<file path="src/rtl/packet_encode_fsm_tx.sv">
// packet_encode_fsm_tx
// Frames one packet for a UART word transmitter: optional resync word, SOP
// header, then i_len payload words pulled from an upstream valid/ready source.
// Optional feature macro: PACKET_ENCODE_RESYNC_EN (adds the resync word
// 32'h416FDC1E ahead of every header).
//
// Handshake semantics (both sides): a word moves on a rising edge only when
// valid and ready are both high on that cycle; a valid word and its data are
// held unchanged until that happens. Payload ready is independent of payload
// valid.
module packet_encode_fsm_tx #(
  parameter int LEN_W = 16
) (
  input  logic             i_clk,
  input  logic             i_reset,
  input  logic             i_start,
  input  logic [LEN_W-1:0] i_len,
  input  logic             i_abort,
  input  logic             i_payload_valid,
  input  logic [31:0]      i_payload_data,
  output logic             o_payload_ready,
  output logic             o_tx_valid,
  output logic [31:0]      o_tx_data,
  input  logic             i_tx_ready,
  output logic             o_busy,
  output logic             o_done,
  output logic             o_collision,
  output logic [2:0]       o_state
);

  localparam logic [31:0] RESYNC_WORD = 32'h416F_DC1E;
  localparam logic [31:0] SOP_WORD    = 32'hD78C_1B74;

  typedef enum logic [2:0] {
    ST_IDLE   = 3'd0,
    ST_RESYNC = 3'd1,
    ST_SOP    = 3'd2,
    ST_DATA   = 3'd3,
    ST_DONE   = 3'd4
  } state_t;

  state_t           state;
  logic [LEN_W-1:0] count;
  logic             tx_xfer;
  logic             pay_xfer;

  // Payload is pulled while the output register is empty or draining; SOP is
  // included so the first payload word follows the header with no bubble.
  always_comb begin
    o_payload_ready = 1'b0;
    if (!i_abort && (state == ST_SOP || state == ST_DATA) && count != '0)
      o_payload_ready = !o_tx_valid || i_tx_ready;
  end

  // Handshake strobes and state visibility.
  always_comb begin
    tx_xfer  = o_tx_valid && i_tx_ready;
    pay_xfer = i_payload_valid && o_payload_ready;
    o_busy   = (state != ST_IDLE);
    o_state  = state;
  end

  // Packet framing FSM with registered transmit outputs and pulses.
  always_ff @(posedge i_clk or posedge i_reset) begin
    if (i_reset) begin
      state       <= ST_IDLE;
      count       <= '0;
      o_tx_valid  <= 1'b0;
      o_tx_data   <= '0;
      o_done      <= 1'b0;
      o_collision <= 1'b0;
    end else begin
      o_done      <= 1'b0;
      o_collision <= 1'b0;
      if (state != ST_IDLE && i_abort) begin
        // Abandon everything, including an untransferred word.
        state      <= ST_IDLE;
        count      <= '0;
        o_tx_valid <= 1'b0;
      end else begin
        case (state)
          ST_IDLE: begin
            if (i_start) begin
              count      <= i_len;
              o_tx_valid <= 1'b1;
`ifdef PACKET_ENCODE_RESYNC_EN
              o_tx_data  <= RESYNC_WORD;
              state      <= ST_RESYNC;
`else
              o_tx_data  <= SOP_WORD;
              state      <= ST_SOP;
`endif
            end
          end
          ST_RESYNC: begin
            if (tx_xfer) begin
              o_tx_data <= SOP_WORD;
              state     <= ST_SOP;
            end
          end
          ST_SOP: begin
            if (tx_xfer) begin
              if (pay_xfer) begin
                o_tx_data   <= i_payload_data;
                count       <= count - 1'b1;
                o_collision <= (i_payload_data == RESYNC_WORD);
                state       <= ST_DATA;
              end else if (count != '0) begin
                o_tx_valid <= 1'b0;
                state      <= ST_DATA;
              end else begin
                o_tx_valid <= 1'b0;
                o_done     <= 1'b1;
                state      <= ST_DONE;
              end
            end
          end
          ST_DATA: begin
            if (pay_xfer) begin
              o_tx_valid  <= 1'b1;
              o_tx_data   <= i_payload_data;
              count       <= count - 1'b1;
              o_collision <= (i_payload_data == RESYNC_WORD);
            end else if (tx_xfer) begin
              o_tx_valid <= 1'b0;
              if (count == '0) begin
                o_done <= 1'b1;
                state  <= ST_DONE;
              end
            end
          end
          ST_DONE: begin
            state <= ST_IDLE;
          end
          default: begin
            state      <= ST_IDLE;
            o_tx_valid <= 1'b0;
          end
        endcase
      end
    end
  end

endmodule

</file>
<file path="config.mk">
export PLATFORM = sky130hd
export DESIGN_NAME = packet_encode_fsm_tx
export DESIGN_NICKNAME = d
export VERILOG_FILES = /design/src/rtl/packet_encode_fsm_tx.sv
export SDC_FILE = /design/constraint.sdc
export NUM_CORES = 1
export LEC_CHECK = 0
export ABC_CLOCK_PERIOD_IN_PS = 2800
export CAP_MARGIN = 20
export CORE_MARGIN = 2
export CORE_UTILIZATION = 48
export DETAILED_ROUTE_END_ITERATION = 10
export PLACE_DENSITY = 0.78
export SLEW_MARGIN = 20
export SYNTH_ARGS = -nofsm -noshare
export SYNTH_HDL_FRONTEND = slang
export SYNTH_SLANG_ARGS = --single-unit
</file>
<file path="constraint.sdc">
create_clock -name i_clk -period 2.8 [get_ports i_clk]
set_input_delay 0.56 -clock i_clk [delete_from_list [all_inputs] [get_ports i_clk]]
set_output_delay 0.56 -clock i_clk [all_outputs]
set_load 0.01 [all_outputs]
</file>
==> reports/metrics.csv <==
stage,metric,value,unit
placement,Place WS,-0.0404,ns
grt,total gr overflow,0,
die,Initial Util,0.495,
logic_synthesis,post-synthesis xor/xnor area fraction,0,
pwr,Power Internal,2.44,mW
final_layout,share of cells above drive strength 1,0.111,
pwr,sw power,1.79,mW
critical_path,Worst setup EP type,output pin,
logic_synthesis,"Seq/Total Area, Yosys",0.430,
logic_synthesis,"count leader, synth",dfrtp_1,
critical_path,CP max FO,2,
grt,met3 Use GR,0.0340,
logic_synthesis,synth top area cells,"dfrtp_1 (43%), mux2i_1 (10%), inv_1 (4.3%)",
grt,GR peak layer,met2,
detailed_routing,Vias,2906,
grt,overall routing resource usage,0.226,
sta,period utilization,0.990,
placement,DPL Wire Length,5.64,mm
critical_path,FF-to-FF path depth,8,
clock_network,postcts setup bufs,0,
sta,setup violators final,0,
final_layout,ANT cells,0,
clock_network,H-tree level count,2,
logic_synthesis,number of synthesized register bits,54,
critical_path,Worst R2R Setup Slack,0.27,ns
detailed_routing,Residual DRC,0,
detailed_routing,vias per cell,5.59,
placement,I/O Buffers,93,
final_layout,cell area after layout,4300,sq um
pwr,switch share,0.423,
clock_network,worst-skew pair later-pin latency,0.32,ns
logic_synthesis,area share of fa/ha/maj cells after synthesis,0.00398,
critical_path,CP startpoint,count[0],
placement,Placed Cells,512,
die,chip width,85.0,um
detailed_routing,Total Routed Length,7.87,mm
logic_synthesis,multiplexer area fraction after synthesis,0.105,
sta,fin crit period,2.77,ns
logic_synthesis,Synth Warn #,0,
detailed_routing,Routed Antenna Nets,0,
die,Top Ports,94,
logic_synthesis,Post-synth top cells,"dfrtp_1 (54), inv_1 (36), nor2_1 (34), mux2i_1 (32), nand2_1 (27)",
logic_synthesis,Yosys top cell by area,dfrtp_1,
pwr,clock power share,0.107,
logic_synthesis,Syn Inst Count,347,
die,Core Region,6350,sq um
sta,max-slew violations,0,
clock_network,clock-pin slew of the registers on the worst-case setup and hold paths,0.10,ns
logic_synthesis,share of the synthesized area in the top cell type,0.430,
pwr,peak supply drop,607,uV
final_layout,fin util,0.677,
pwr,pwr dens,984,nW/um^2
status,status,finished clean,
critical_path,CP Capture Point,o_payload_ready,
placement,Final GP Congestion,0.875,
logic_synthesis,Synth cell types,58,
critical_path,Crit Path Class,reg -> out,
logic_synthesis,"Cell Area, Synth",3150,sq um
clock_network,CTS sink cnt,54,
placement,DP Area,4210,sq um
final_layout,NumNets Final,497,
die,Die Footprint,7220,sq um
sta,worst-margin pin slew,0.634,ns
grt,antenna violations before repair,0,
logic_synthesis,"area fraction in and, or, nand and nor cells after synthesis",0.201,
pwr,share of total power in combinational logic,0.591,
logic_synthesis,Async SR Flop Fraction,1.00,
detailed_routing,First-pass DRT Iterations,4,
clock_network,CTS tree,done,
logic_synthesis,largest family of logic cells by synthesized area,simple AND/OR/NAND/NOR gates,
logic_synthesis,Main synth FF type,dfrtp_1,
pwr,Seq pwr share,0.302,
critical_path,nature of the critical path startpoint,flop,
logic_synthesis,post-synthesis compound-gate area fraction,0.170,
pwr,static leakage,1.85,nW
worst_hold_path,Hold Crit Class,reg -> reg,
pwr,Tot Pwr,4.23,mW
logic_synthesis,"Net Count, Synth",402,
run,Max Cap Viol,0,
die,Rows,29,
logic_synthesis,number of synthesized flops with an enable pin,0,
grt,first-pass GRT wire length,13.4,mm
clock_network,Clock Tree Root,clkbuf_8,
grt,largest net degree at the start of global routing,55,
final_layout,Area growth syn-to-layout,36.8,%
sta,Slew headroom,0.577,
detailed_routing,wire per inst,15.1,um
grt,met1 GRT Util,0.296,
logic_synthesis,Avg Inst Size Synth,9.06,sq um
sta,final number of hold-violating endpoints,0,
critical_path,Arrival @ worst endpoint,2.21,ns
sta,fmax,361,MHz
grt,number of global-route vias before repair,2931,
critical_path,R2R Path End,count[4],
sta,final worst slack,0.0292,ns
die,die extent in y,85.0,um
detailed_routing,1st-iter DRT viols,177,
clock_network,CTS Hold Bufs,0,
sta,Max Clock Skew,0.0147,ns
sta,RSZ-0062 raised after global routing,yes,
critical_path,RR Startpoint,count[0],
final_layout,Layout Cells excl Fill,520,
critical_path,CP Data Required Time,2.24,ns
clock_network,CTS max path bufs,2,
clock_network,CTS buffer count,5,
grt,GR Util met2,0.388,
-- cell type report --
| cell class | instances | area [sq um] |
|---|---|---|
| Clock buffer | 5 | 68.8 |
| Tap cell | 77 | 96.3 |
| Inverter | 36 | 135 |
| Fill cell | 485 | 2050 |
| Timing Repair Buffer | 113 | 1100 |
| Clock inverter | 3 | 23.8 |
| Sequential cell | 54 | 1350 |
| Multi-Input combinational cell | 232 | 1530 |
-- critical path, stage by stage (launching register included) --
cell	delay (ns)
dfrtp_1	0.39
inv_1	0.05
ha_1	0.15
or4b_4	0.47
or4_4	0.49
and3_2	0.22
buf_2	0.13
-- repair_timing --
item	4_1_cts	5_1_grt
pin swaps	1	0
endpoints found under the setup margin	1	1
gates resized for setup	5	0
gates cloned	0	0
-- metal layers --
layer	up-vias	part of all wire
met5	-	0
met4	0	0.012
met3	9	0.062
met2	99	0.48
met1	1387	0.45
li1	1411	-
-- kinds of logic after synthesis --
group | count (synthesis)
buffers and inverters | 61
multiplexers | 33
AND/OR/NAND/NOR | 122
adder cells (fa/ha/maj) | 1
flip-flops | 54
AO/OA/AOI/OAI | 76
-- cells in the final DEF (no fill, tap or decap), types with 5 or more instances in the layout --
cell type and n:
inv_1 35, buf_4 18, mux2i_1 32, nand2_1 27, nor2_1 34, clkbuf_8 5
a21oi_1 13, or3_1 5, and3_1 5, a211oi_1 7, dfrtp_1 54, clkdlybuf4s50_1 92
nor4_1 8, o21ai_0 25, nor3_1 14
-- metrics by stage --
step / TNS, ns / hold slack [ns]
final: 0 / 0.518
after global routing: -0.0528 / 0.545
after CTS: 0 / 0.521
after detailed placement: -0.0404 / 0.497
after global placement: -0.0300 / 0.493
after floorplan: 0 / 0.461
-- power by group through the flow --
stage	Clock (mW)	Combinational [mW]	Sequential (mW)
after global placement	0	2.46	1.28
after CTS	0.469	2.51	1.27
after floorplan	0	1.50	1.35
after global routing	0.498	2.74	1.32
after detailed placement	0	2.50	1.29
final	0.453	2.50	1.28
-- how the worst min path moves through the flow --
stage                       start             to  slack [ns]  depth (start not counted)
finish              o_tx_data[30]  o_tx_data[30]        0.52                          2
global placement         count[7]       count[7]        0.49                          2
floorplan               count[15]      count[15]        0.46                          2
CTS                     count[15]      count[15]        0.52                          2
global route        o_tx_data[31]  o_tx_data[31]        0.55                          2
detailed placement      count[15]      count[15]        0.50                          2
-- flip-flops by register name, indices dropped and copies added, names as in the netlist --
| name | flops |
|---|---|
| o_tx_data | 32 |
| count | 16 |
| o_state | 3 |
| o_collision | 1 |
| o_done | 1 |
| o_tx_valid | 1 |
(Power assumes the default switching activity.)
